**src/rtl/alu_pkg.sv**
```systemverilog
// alu_pkg: op encodings, FSM states and op-field width shared by alu_mc and its bench.
package alu_pkg;
    localparam int ALU_OP_W = 5;
    typedef enum logic [ALU_OP_W-1:0] {
        OP_SLL  = 5'h00, OP_SRL  = 5'h01, OP_MUL   = 5'h02, OP_MULU = 5'h03,
        OP_DIV  = 5'h04, OP_DIVU = 5'h05, OP_ADD   = 5'h06, OP_ADDU = 5'h07,
        OP_SUB  = 5'h08, OP_SUBU = 5'h09, OP_AND   = 5'h0A, OP_OR   = 5'h0B,
        OP_XOR  = 5'h0C, OP_NOR  = 5'h0D, OP_SLT   = 5'h0E, OP_SLTU = 5'h0F,
        OP_PASSB = 5'h10, OP_SRA = 5'h11
    } alu_op_e;
    typedef enum logic [1:0] {IDLE, BUSY, DONE} alu_state_e;
endpackage

```
**src/rtl/alu_mc_div_iter.sv**
```systemverilog
// div_iter: restoring unsigned divider, one quotient bit per clock after start.
module div_iter #(
    parameter int WIDTH = 32
) (
    input  logic             clk,
    input  logic             rst,
    input  logic             start,
    input  logic [WIDTH-1:0] a,
    input  logic [WIDTH-1:0] b,
    output logic             done,
    output logic [WIDTH-1:0] quot,
    output logic [WIDTH-1:0] rem
);
    localparam int CW = $clog2(WIDTH + 1);
    logic [WIDTH-1:0] d;
    logic [CW-1:0] cnt;
    logic [WIDTH:0] sh, trial;
    assign sh = {rem, quot[WIDTH-1]};
    assign trial = sh - {1'b0, d};
    // quot doubles as the dividend shift register; its freed low bits collect quotient bits
    always_ff @(posedge clk or posedge rst) begin
        if (rst) begin
            quot <= '0;
            rem <= '0;
            d <= '0;
            cnt <= '0;
            done <= 1'b0;
        end else if (start) begin
            quot <= a;
            rem <= '0;
            d <= b;
            cnt <= CW'(WIDTH);
            done <= 1'b0;
        end else if (cnt != '0) begin
            rem <= trial[WIDTH] ? sh[WIDTH-1:0] : trial[WIDTH-1:0];
            quot <= {quot[WIDTH-2:0], ~trial[WIDTH]};
            cnt <= cnt - CW'(1);
            done <= cnt == CW'(1);
        end
    end
endmodule

```
**src/rtl/alu_mc.sv**
```systemverilog
// alu_mc: multi-cycle handshaked EXE-stage ALU with fixed-latency MUL and iterative DIV.
// Define ALU_DIV_EN to build the divider; otherwise DIV/DIVU are reported as undefined ops.
module alu_mc import alu_pkg::*; #(
    parameter int WIDTH   = 32,
    parameter int MUL_LAT = 3
) (
    input  logic                clk,
    input  logic                rst,
    input  logic                in_valid,
    output logic                in_ready,
    input  logic [ALU_OP_W-1:0] op,
    input  logic [WIDTH-1:0]    a,
    input  logic [WIDTH-1:0]    b,
    output logic                out_valid,
    input  logic                out_ready,
    output logic [WIDTH-1:0]    result,
    output logic [WIDTH-1:0]    hi,
    output logic                zero,
    output logic                ovf,
    output logic                err
);
    localparam int SH_W = $clog2(WIDTH);
    localparam int CW = $clog2(MUL_LAT + 1);
    alu_state_e state, nxt;
    logic [ALU_OP_W-1:0] op_r;
    logic [WIDTH-1:0] a_r, b_r, sum, dif, s_res, l_res, l_hi;
    logic [2*WIDTH-1:0] mul;
    logic [CW-1:0] cnt;
    logic accept, long_op, long_done, m_sx, s_ovf, s_err, l_err;

    assign accept = in_valid & in_ready;
    assign in_ready = (state == IDLE) | (state == DONE & out_ready);
    assign out_valid = state == DONE;
    assign sum = a + b;
    assign dif = a - b;
    // sign-extending both factors to 2*WIDTH makes one unsigned multiplier serve MUL and MULU
    assign m_sx = op_r == OP_MUL;
    assign mul = {{WIDTH{m_sx & a_r[WIDTH-1]}}, a_r} * {{WIDTH{m_sx & b_r[WIDTH-1]}}, b_r};

`ifdef ALU_DIV_EN
    logic [WIDTH-1:0] quot, rem, q_fix, r_fix;
    logic div_done, div_s, is_mul;
    assign long_op = op == OP_MUL || op == OP_MULU || op == OP_DIV || op == OP_DIVU;
    assign div_s = op == OP_DIV;
    assign is_mul = op_r == OP_MUL || op_r == OP_MULU;
    div_iter #(.WIDTH(WIDTH)) u_div (
        .clk(clk), .rst(rst),
        .start(accept && (op == OP_DIV || op == OP_DIVU)),
        .a(div_s && a[WIDTH-1] ? -a : a),
        .b(div_s && b[WIDTH-1] ? -b : b),
        .done(div_done), .quot(quot), .rem(rem)
    );
    assign q_fix = op_r == OP_DIV && (a_r[WIDTH-1] ^ b_r[WIDTH-1]) ? -quot : quot;
    assign r_fix = op_r == OP_DIV && a_r[WIDTH-1] ? -rem : rem;
    assign long_done = is_mul ? cnt == '0 : div_done;
    assign l_res = is_mul ? mul[WIDTH-1:0] : b_r == '0 ? '1 : q_fix;
    assign l_hi = is_mul ? mul[2*WIDTH-1:WIDTH] : b_r == '0 ? a_r : r_fix;
    assign l_err = !is_mul && b_r == '0;
`else
    assign long_op = op == OP_MUL || op == OP_MULU;
    assign long_done = cnt == '0;
    assign l_res = mul[WIDTH-1:0];
    assign l_hi = mul[2*WIDTH-1:WIDTH];
    assign l_err = 1'b0;
`endif

    always_comb begin
        s_res = '0;
        s_ovf = 1'b0;
        s_err = 1'b0;
        case (op)
            OP_SLL:   s_res = a << b[SH_W-1:0];
            OP_SRL:   s_res = a >> b[SH_W-1:0];
            OP_SRA:   s_res = $signed(a) >>> b[SH_W-1:0];
            OP_ADD: begin
                s_res = sum;
                s_ovf = (a[WIDTH-1] == b[WIDTH-1]) && (sum[WIDTH-1] != a[WIDTH-1]);
            end
            OP_ADDU:  s_res = sum;
            OP_SUB: begin
                s_res = dif;
                s_ovf = (a[WIDTH-1] != b[WIDTH-1]) && (dif[WIDTH-1] != a[WIDTH-1]);
            end
            OP_SUBU:  s_res = dif;
            OP_AND:   s_res = a & b;
            OP_OR:    s_res = a | b;
            OP_XOR:   s_res = a ^ b;
            OP_NOR:   s_res = ~(a | b);
            OP_SLT:   s_res = {{(WIDTH-1){1'b0}}, $signed(a) < $signed(b)};
            OP_SLTU:  s_res = {{(WIDTH-1){1'b0}}, a < b};
            OP_PASSB: s_res = b;
            default:  s_err = 1'b1;
        endcase
    end

    always_comb begin
        nxt = state;
        if (accept) nxt = long_op ? BUSY : DONE;
        else if (state == BUSY && long_done) nxt = DONE;
        else if (state == DONE && out_ready) nxt = IDLE;
    end

    always_ff @(posedge clk or posedge rst) begin
        if (rst) state <= IDLE;
        else state <= nxt;
    end

    always_ff @(posedge clk or posedge rst) begin
        if (rst) begin
            op_r <= '0;
            a_r <= '0;
            b_r <= '0;
            cnt <= '0;
            result <= '0;
            hi <= '0;
            zero <= 1'b0;
            ovf <= 1'b0;
            err <= 1'b0;
        end else if (accept) begin
            op_r <= op;
            a_r <= a;
            b_r <= b;
            cnt <= CW'(MUL_LAT - 1);
            zero <= a == b;
            if (!long_op) begin
                result <= s_res;
                hi <= '0;
                ovf <= s_ovf;
                err <= s_err;
            end
        end else if (state == BUSY) begin
            cnt <= cnt - CW'(1);
            if (long_done) begin
                result <= l_res;
                hi <= l_hi;
                ovf <= 1'b0;
                err <= l_err;
            end
        end
    end
endmodule

```
**config.mk**
```make
export PLATFORM = sky130hd
export DESIGN_NAME = alu_mc
export DESIGN_NICKNAME = d
export VERILOG_FILES = /design/src/rtl/alu_pkg.sv /design/src/rtl/alu_mc_div_iter.sv /design/src/rtl/alu_mc.sv
export SDC_FILE = /design/constraint.sdc
export NUM_CORES = 2
export LEC_CHECK = 0
export CAP_MARGIN = 0
export CELL_PAD_IN_SITES_DETAIL_PLACEMENT = 0
export CELL_PAD_IN_SITES_GLOBAL_PLACEMENT = 1
export CORE_UTILIZATION = 55
export CTS_BUF_LIST = sky130_fd_sc_hd__clkbuf_4 sky130_fd_sc_hd__clkbuf_8
export DETAILED_ROUTE_END_ITERATION = 10
export GPL_TIMING_DRIVEN = 0
export PLACE_DENSITY = 0.88
export SLEW_MARGIN = 20
export SYNTH_ARGS = -nofsm -noshare
export SYNTH_HDL_FRONTEND = slang
export SYNTH_SLANG_ARGS = --single-unit
```
**constraint.sdc**
```tcl
create_clock -name clk -period 12.6 [get_ports clk]
set_input_delay 1.26 -clock clk [delete_from_list [all_inputs] [get_ports clk]]
set_output_delay 1.26 -clock clk [all_outputs]
set_load 0.03 [all_outputs]
```
Yosys cells after proc, flatten, opt, wreduce, memory -nomap -nowiden --
Index checks and enable logic that the tools add are counted.
Cells by class: order comparisons 2, multiply operators 1, bitwise gates (word level) 9, reduce and logical (&&, ||, !) cells 15, eq/ne operators 24, shifts and indexed selects 3, mux-type cells 23, add/sub/neg operators 3
Operators with widths (count):
- 32-bit one-hot mux with 12 select lines | 1
- 32-bit two-way mux | 8
- 32-bit less-than comparator | 2
- 33-bit by 33-bit multiplier with 64-bit output | 1
- 5-bit by 4-bit == test with 1-bit output, second input constant | 8
- 32-bit adder | 1
- 32-bit bitwise AND | 1
- 32-bit == test | 1
- 32-bit inverter | 1
- 32-bit OR | 1
- 32-bit by 5-bit left shift with 32-bit output | 1
- 32-bit by 5-bit right shift with 32-bit output | 1
- 32-bit by 5-bit >>> shifter with 32-bit output | 1
- 32-bit subtractor | 1
- 32-bit XOR | 1
- 5-bit by 2-bit == test with 1-bit output, second input constant | 3
- 14-bit OR reduction | 1
- 2-bit two-way mux | 6
- 5-bit by 3-bit == test with 1-bit output, second input constant | 2
- 5-bit == test, second input constant | 2
- 1-bit two-way mux | 7
- 5-bit by 1-bit == test with 1-bit output, second input constant | 1
- 5-bit logical NOT | 1
- 1-bit bitwise AND | 4
- other kinds (15) | 23
Word-level totals: logic and storage cells 90, bits of input ports 73, output and inout bits 69, flip-flop bits (word level) 140

Longest topological paths before layout --
depth after elaboration 6, gate-level depth with buffers 32, mapped depth without buffers 30

Least setup slack after synthesis --
OpenSTA, ideal clock, no wires.
kind register to register, from register op_r[2], to register hi[31], library setup time 0.130 ns, path buffers 1, stages on the path, launching flop included 31, data required time 12.470 ns, arrival 8.262 ns, period minus slack after synthesis 8.393 ns, path slack 4.207 ns, cell sequence dfrtp_1 -> nand2b_1 -> nor4_1 -> and2_1 -> clkbuf_1 -> nand2_1 -> inv_1 -> fa_1 -> inv_1 -> fa_1 -> inv_1 -> fa_1 -> fa_1 -> inv_1 -> fa_1 -> inv_1 -> fa_1 -> inv_1 -> fa_1 -> fa_1 -> inv_1 -> ha_1 -> and2_1 -> or2_2 -> a221o_1 -> a21oi_1 -> o41ai_2 -> a31o_2 -> a211oi_1 -> xnor2_1 -> o21ai_1
Between the ends: cells in the longest elaborated chain, start to end 6, elaborated cells between the ends (all ways) 7, those cells by class 1 x mul; 1 x eq/ne; 3 x mux; 2 x bitwise
RTL lines:
- start, declared | RTL line alu_mc.sv:25 | logic [ALU_OP_W-1:0] op_r;
- start signal, assigned | RTL line alu_mc.sv:120 | op_r <= op;
- 5-bit by 2-bit == test with 1-bit output * | RTL line alu_mc.sv:37 | assign m_sx = op_r == OP_MUL;
- 1-bit bitwise AND | RTL line alu_mc.sv:38 | assign mul = {{WIDTH{m_sx & a_r[WIDTH-1]}}, a_r} * {{WIDTH{m_sx & b_r[WIDTH-1]}}, b_r};
- 33-bit by 33-bit multiplier with 64-bit output * | RTL line alu_mc.sv:38
- 32-bit two-way mux * | RTL line alu_mc.sv:133 | if (long_done) begin
- 32-bit two-way mux * | RTL line alu_mc.sv:131 | end else if (state == BUSY) begin
- 32-bit two-way mux * | RTL line alu_mc.sv:119 | end else if (accept) begin
- end signal, assigned | RTL line alu_mc.sv:135 | hi <= l_hi;
- end, declared | RTL line alu_mc.sv:17 | output logic [WIDTH-1:0] hi,
Every way passes the cells marked *; elsewhere a longest branch is shown, timed or not. The select of a mux whose other input is x is not followed. A chain may end at the register's enable or synchronous reset.

Final worst setup path --
Ends and elaborated chain as after synthesis.

==> flow_summary.toml <==
[critical_path]
slowest_stage = "nor4_1"
critical_path_required_ps = 13040
crit_arrival_ps = 12310
start_kind = "flip-flop"
cp_max_fo = 10
critPathKind = "flip-flop to flip-flop"
path_common_cell = "fa_1"
cp_slowest_stage_delay_ps = 920
endpoint_kind = "flip-flop"
rrSetupSlack_ps = 730

[timing]
period_minus_slack_ps = 11870
finalWorstSetupSlack_ps = 728
final_max_slew_viol_count = 0
tightest_slew_ps = 1240
fin_crit_sh_pct = 94.2
finClkSkew_ps = 35.9
setup_violations = 0
rsz0062_at_grt = "no"
tns_ps = 0
hold_viol = 0
max_clock_freq_mhz = 84.2
relSlewSlack_pct = 17.2

[synth]
synth_top_family_by_area = "adder cells"
ys.flop_type = "dfrtp_1"
synth-compound-area-share_pct = 10.4
syn_nets = 7490
synthSimpleGateAreaFrac_pct = 15.4
synthCells = 5980
async_flop_share_pct = 100
yosysUniqueCellTypes = 96
syn_area_um2 = 52000
synthMuxAreaShare_pct = 3.45
synth_xor_area_share_pct = 1.41
ys_warn_count = 0
yosys_register_bits = 140
avgSynthCellArea_um2 = 8.70
seq_area_frac_synth_pct = 6.73
synth-edff-count = 0
synth_adder_area_share_pct = 50.8

[grt]
grt_pass1_wl_mm = 323
grt_pass1_vias = 46900
grt_max_degree = 96
use_met2_pct = 68.1
gr-usage-met3_pct = 14.7
grt.total_usage_pct = 47.8
gr-total-overflow = 0
met1_usage_pct = 62.9
antenna_found_initial = 21
grt.busiest_layer = "met2"

[route]
drt_iter0_drc = 5585
post-route-drc-count = 0
dr.pass1.iters = 9
wire_per_inst_um = 30.1
ant_nets = 0
vias = 46400
wirelength_mm = 223
vias_per_cell = 6.25

[layout]
final_util_pct = 59.4
stdcell_count = 7415
layout.nets = 7653
final_layout_size_suffix_gt1_share_pct = 2.99
syn2layout_area_growth_pct = 6.72

[run_status]
status = "finished, final reports clean"

[placement]
dp_cells = 7378
io_buffers = 140
place_hpwl_mm = 186
pre_cts_ws_ps = 1220
gp_congestion = 1.07

[floorplan]
die_y_um = 310
start_util_pct = 55.7
io_pins = 142
std_cell_rows = 112
coreArea_um2 = 93500
dieArea_um2 = 95900
die_x_um = 310

[hold_path]
hp-class = "flip-flop to flip-flop"

[clock_tree]
insertion_delay_ps = 610
cts_hold_buffers = 0
cts_buffers = 17
clockRootBuffer = "clkbuf_8"
clockBufferDepth = 2
cts_tree = "built"
post_cts_buffers = 0
h-tree-depth = 4
clkTransAtPathRegs_ps = 80
cts_sinks = 140
cts.repair.resized = 0

[job]
drv_cap = 0
cell usage in the layout (no fill, tap or decap), types with 38 or more instances in the layout:
master / count
and2_1: 318
o21ai_0: 229
inv_1: 1231
xnor2_1: 54
clkbuf_1: 325
a21o_1: 42
nand2_1: 975
dfrtp_1: 140
mux4_2: 64
nand3_1: 48
nor2_1: 235
fa_1: 1126
a21oi_1: 178
ha_1: 310
clkdlybuf4s50_1: 140
a22oi_1: 38
per-stage QoR:
stage | hold slack, ps | cell area (um^2)
2_1_floorplan | 438 | 52000
3_3_place_gp | 452 | 55000
3_5_place_dp | 464 | 55100
4_1_cts | 486 | 55500
5_1_grt | 508 | 55500
6_report | 480 | 55500
synth_stat cells (all sizes together) (10+ instances only):
| master | instances | area (um^2) |
|---|---|---|
| and2 | 320 | 2000 |
| a21boi | 10 | 75.1 |
| a222oi | 12 | 120 |
| fa | 1127 | 22600 |
| mux4 | 64 | 1440 |
| nor2 | 237 | 892 |
| a22oi | 38 | 285 |
| buf | 50 | 244 |
| clkbuf | 334 | 1250 |
| or3 | 21 | 131 |
| a31oi | 22 | 138 |
| xnor2 | 54 | 473 |
| mux2i | 33 | 330 |
| a221o | 20 | 200 |
| nand2b | 12 | 75.1 |
| o22ai | 17 | 106 |
| a21o | 42 | 315 |
| o221ai | 10 | 87.6 |
| nand2 | 975 | 3660 |
| nor4 | 13 | 81.3 |
| o2111ai | 13 | 114 |
| o21ai | 247 | 1240 |
| dfrtp | 140 | 3500 |
| a21oi | 178 | 891 |
| or2 | 13 | 81.3 |
| and3 | 32 | 200 |
| o21a | 11 | 82.6 |
| nand3 | 48 | 240 |
| nand4 | 30 | 188 |
| o31ai | 22 | 165 |
| xor2 | 30 | 263 |
| inv | 1237 | 4640 |
| nor3 | 37 | 190 |
| o211ai | 21 | 163 |
| ha | 310 | 3880 |
| o21bai | 30 | 229 |
| a211oi | 27 | 213 |
| a221oi | 29 | 273 |
layout make-up:
| cell class | instances | area, um^2 |
|---|---|---|
| Antenna cell | 8 | 20.0 |
| Buffer | 384 | 1510 |
| Clock buffer | 19 | 255 |
| Clock inverter | 10 | 145 |
| Fill cell | 8525 | 37900 |
| Inverter | 1240 | 4660 |
| Multi-Input combinational cell | 4216 | 42400 |
| Sequential cell | 140 | 3500 |
| Tap cell | 1254 | 1570 |
| Timing Repair Buffer | 144 | 1460 |
worst paths after layout:
check,to,cells after the start,startpoint
worst max-delay path,hi[31],28,op_r[2]
max in group asynchronous,result[10],3,rst
worst max register to register,hi[31],28,op_r[2]
worst min register to register,hi[21],2,hi[21]
min in group asynchronous,hi[31],2,rst
worst min-delay path,hi[21],2,hi[21]
cell families (layout without fill, tap and decap cells):
family	after synthesis	in the layout
mux	99	99
other cells	0	8
xor+xnor	84	84
fa+ha+maj	1437	1437
simple gates	1774	1774
flops	140	140
buf+inv	1624	1797
compound gates	822	822
state kept, by name, indices dropped and copies added (netlist names):
name	cells
a_r	32
b_r	32
hi	32
result	32
op_r	5
cnt	2
state	2
err	1
ovf	1
zero	1
worst max-delay path: cells and delay by family, from the launching register on:
kind	cells	cell delay, ps
fa+ha+maj	9	4260
simple gates	7	3300
flops	1	390
buf+inv	5	1630
compound gates	6	1960
xor+xnor	1	180
layer usage:
metal | vias up | part of all wire, %
li1 | 18800 | -
met1 | 23400 | 37
met2 | 3398 | 42
met3 | 783 | 13
met4 | 12 | 7.8
met5 | - | 0.031
Power is left out: the tool's default activity adds up to more than one toggle a clock period on the data nets, which glitch-free logic cannot reach.
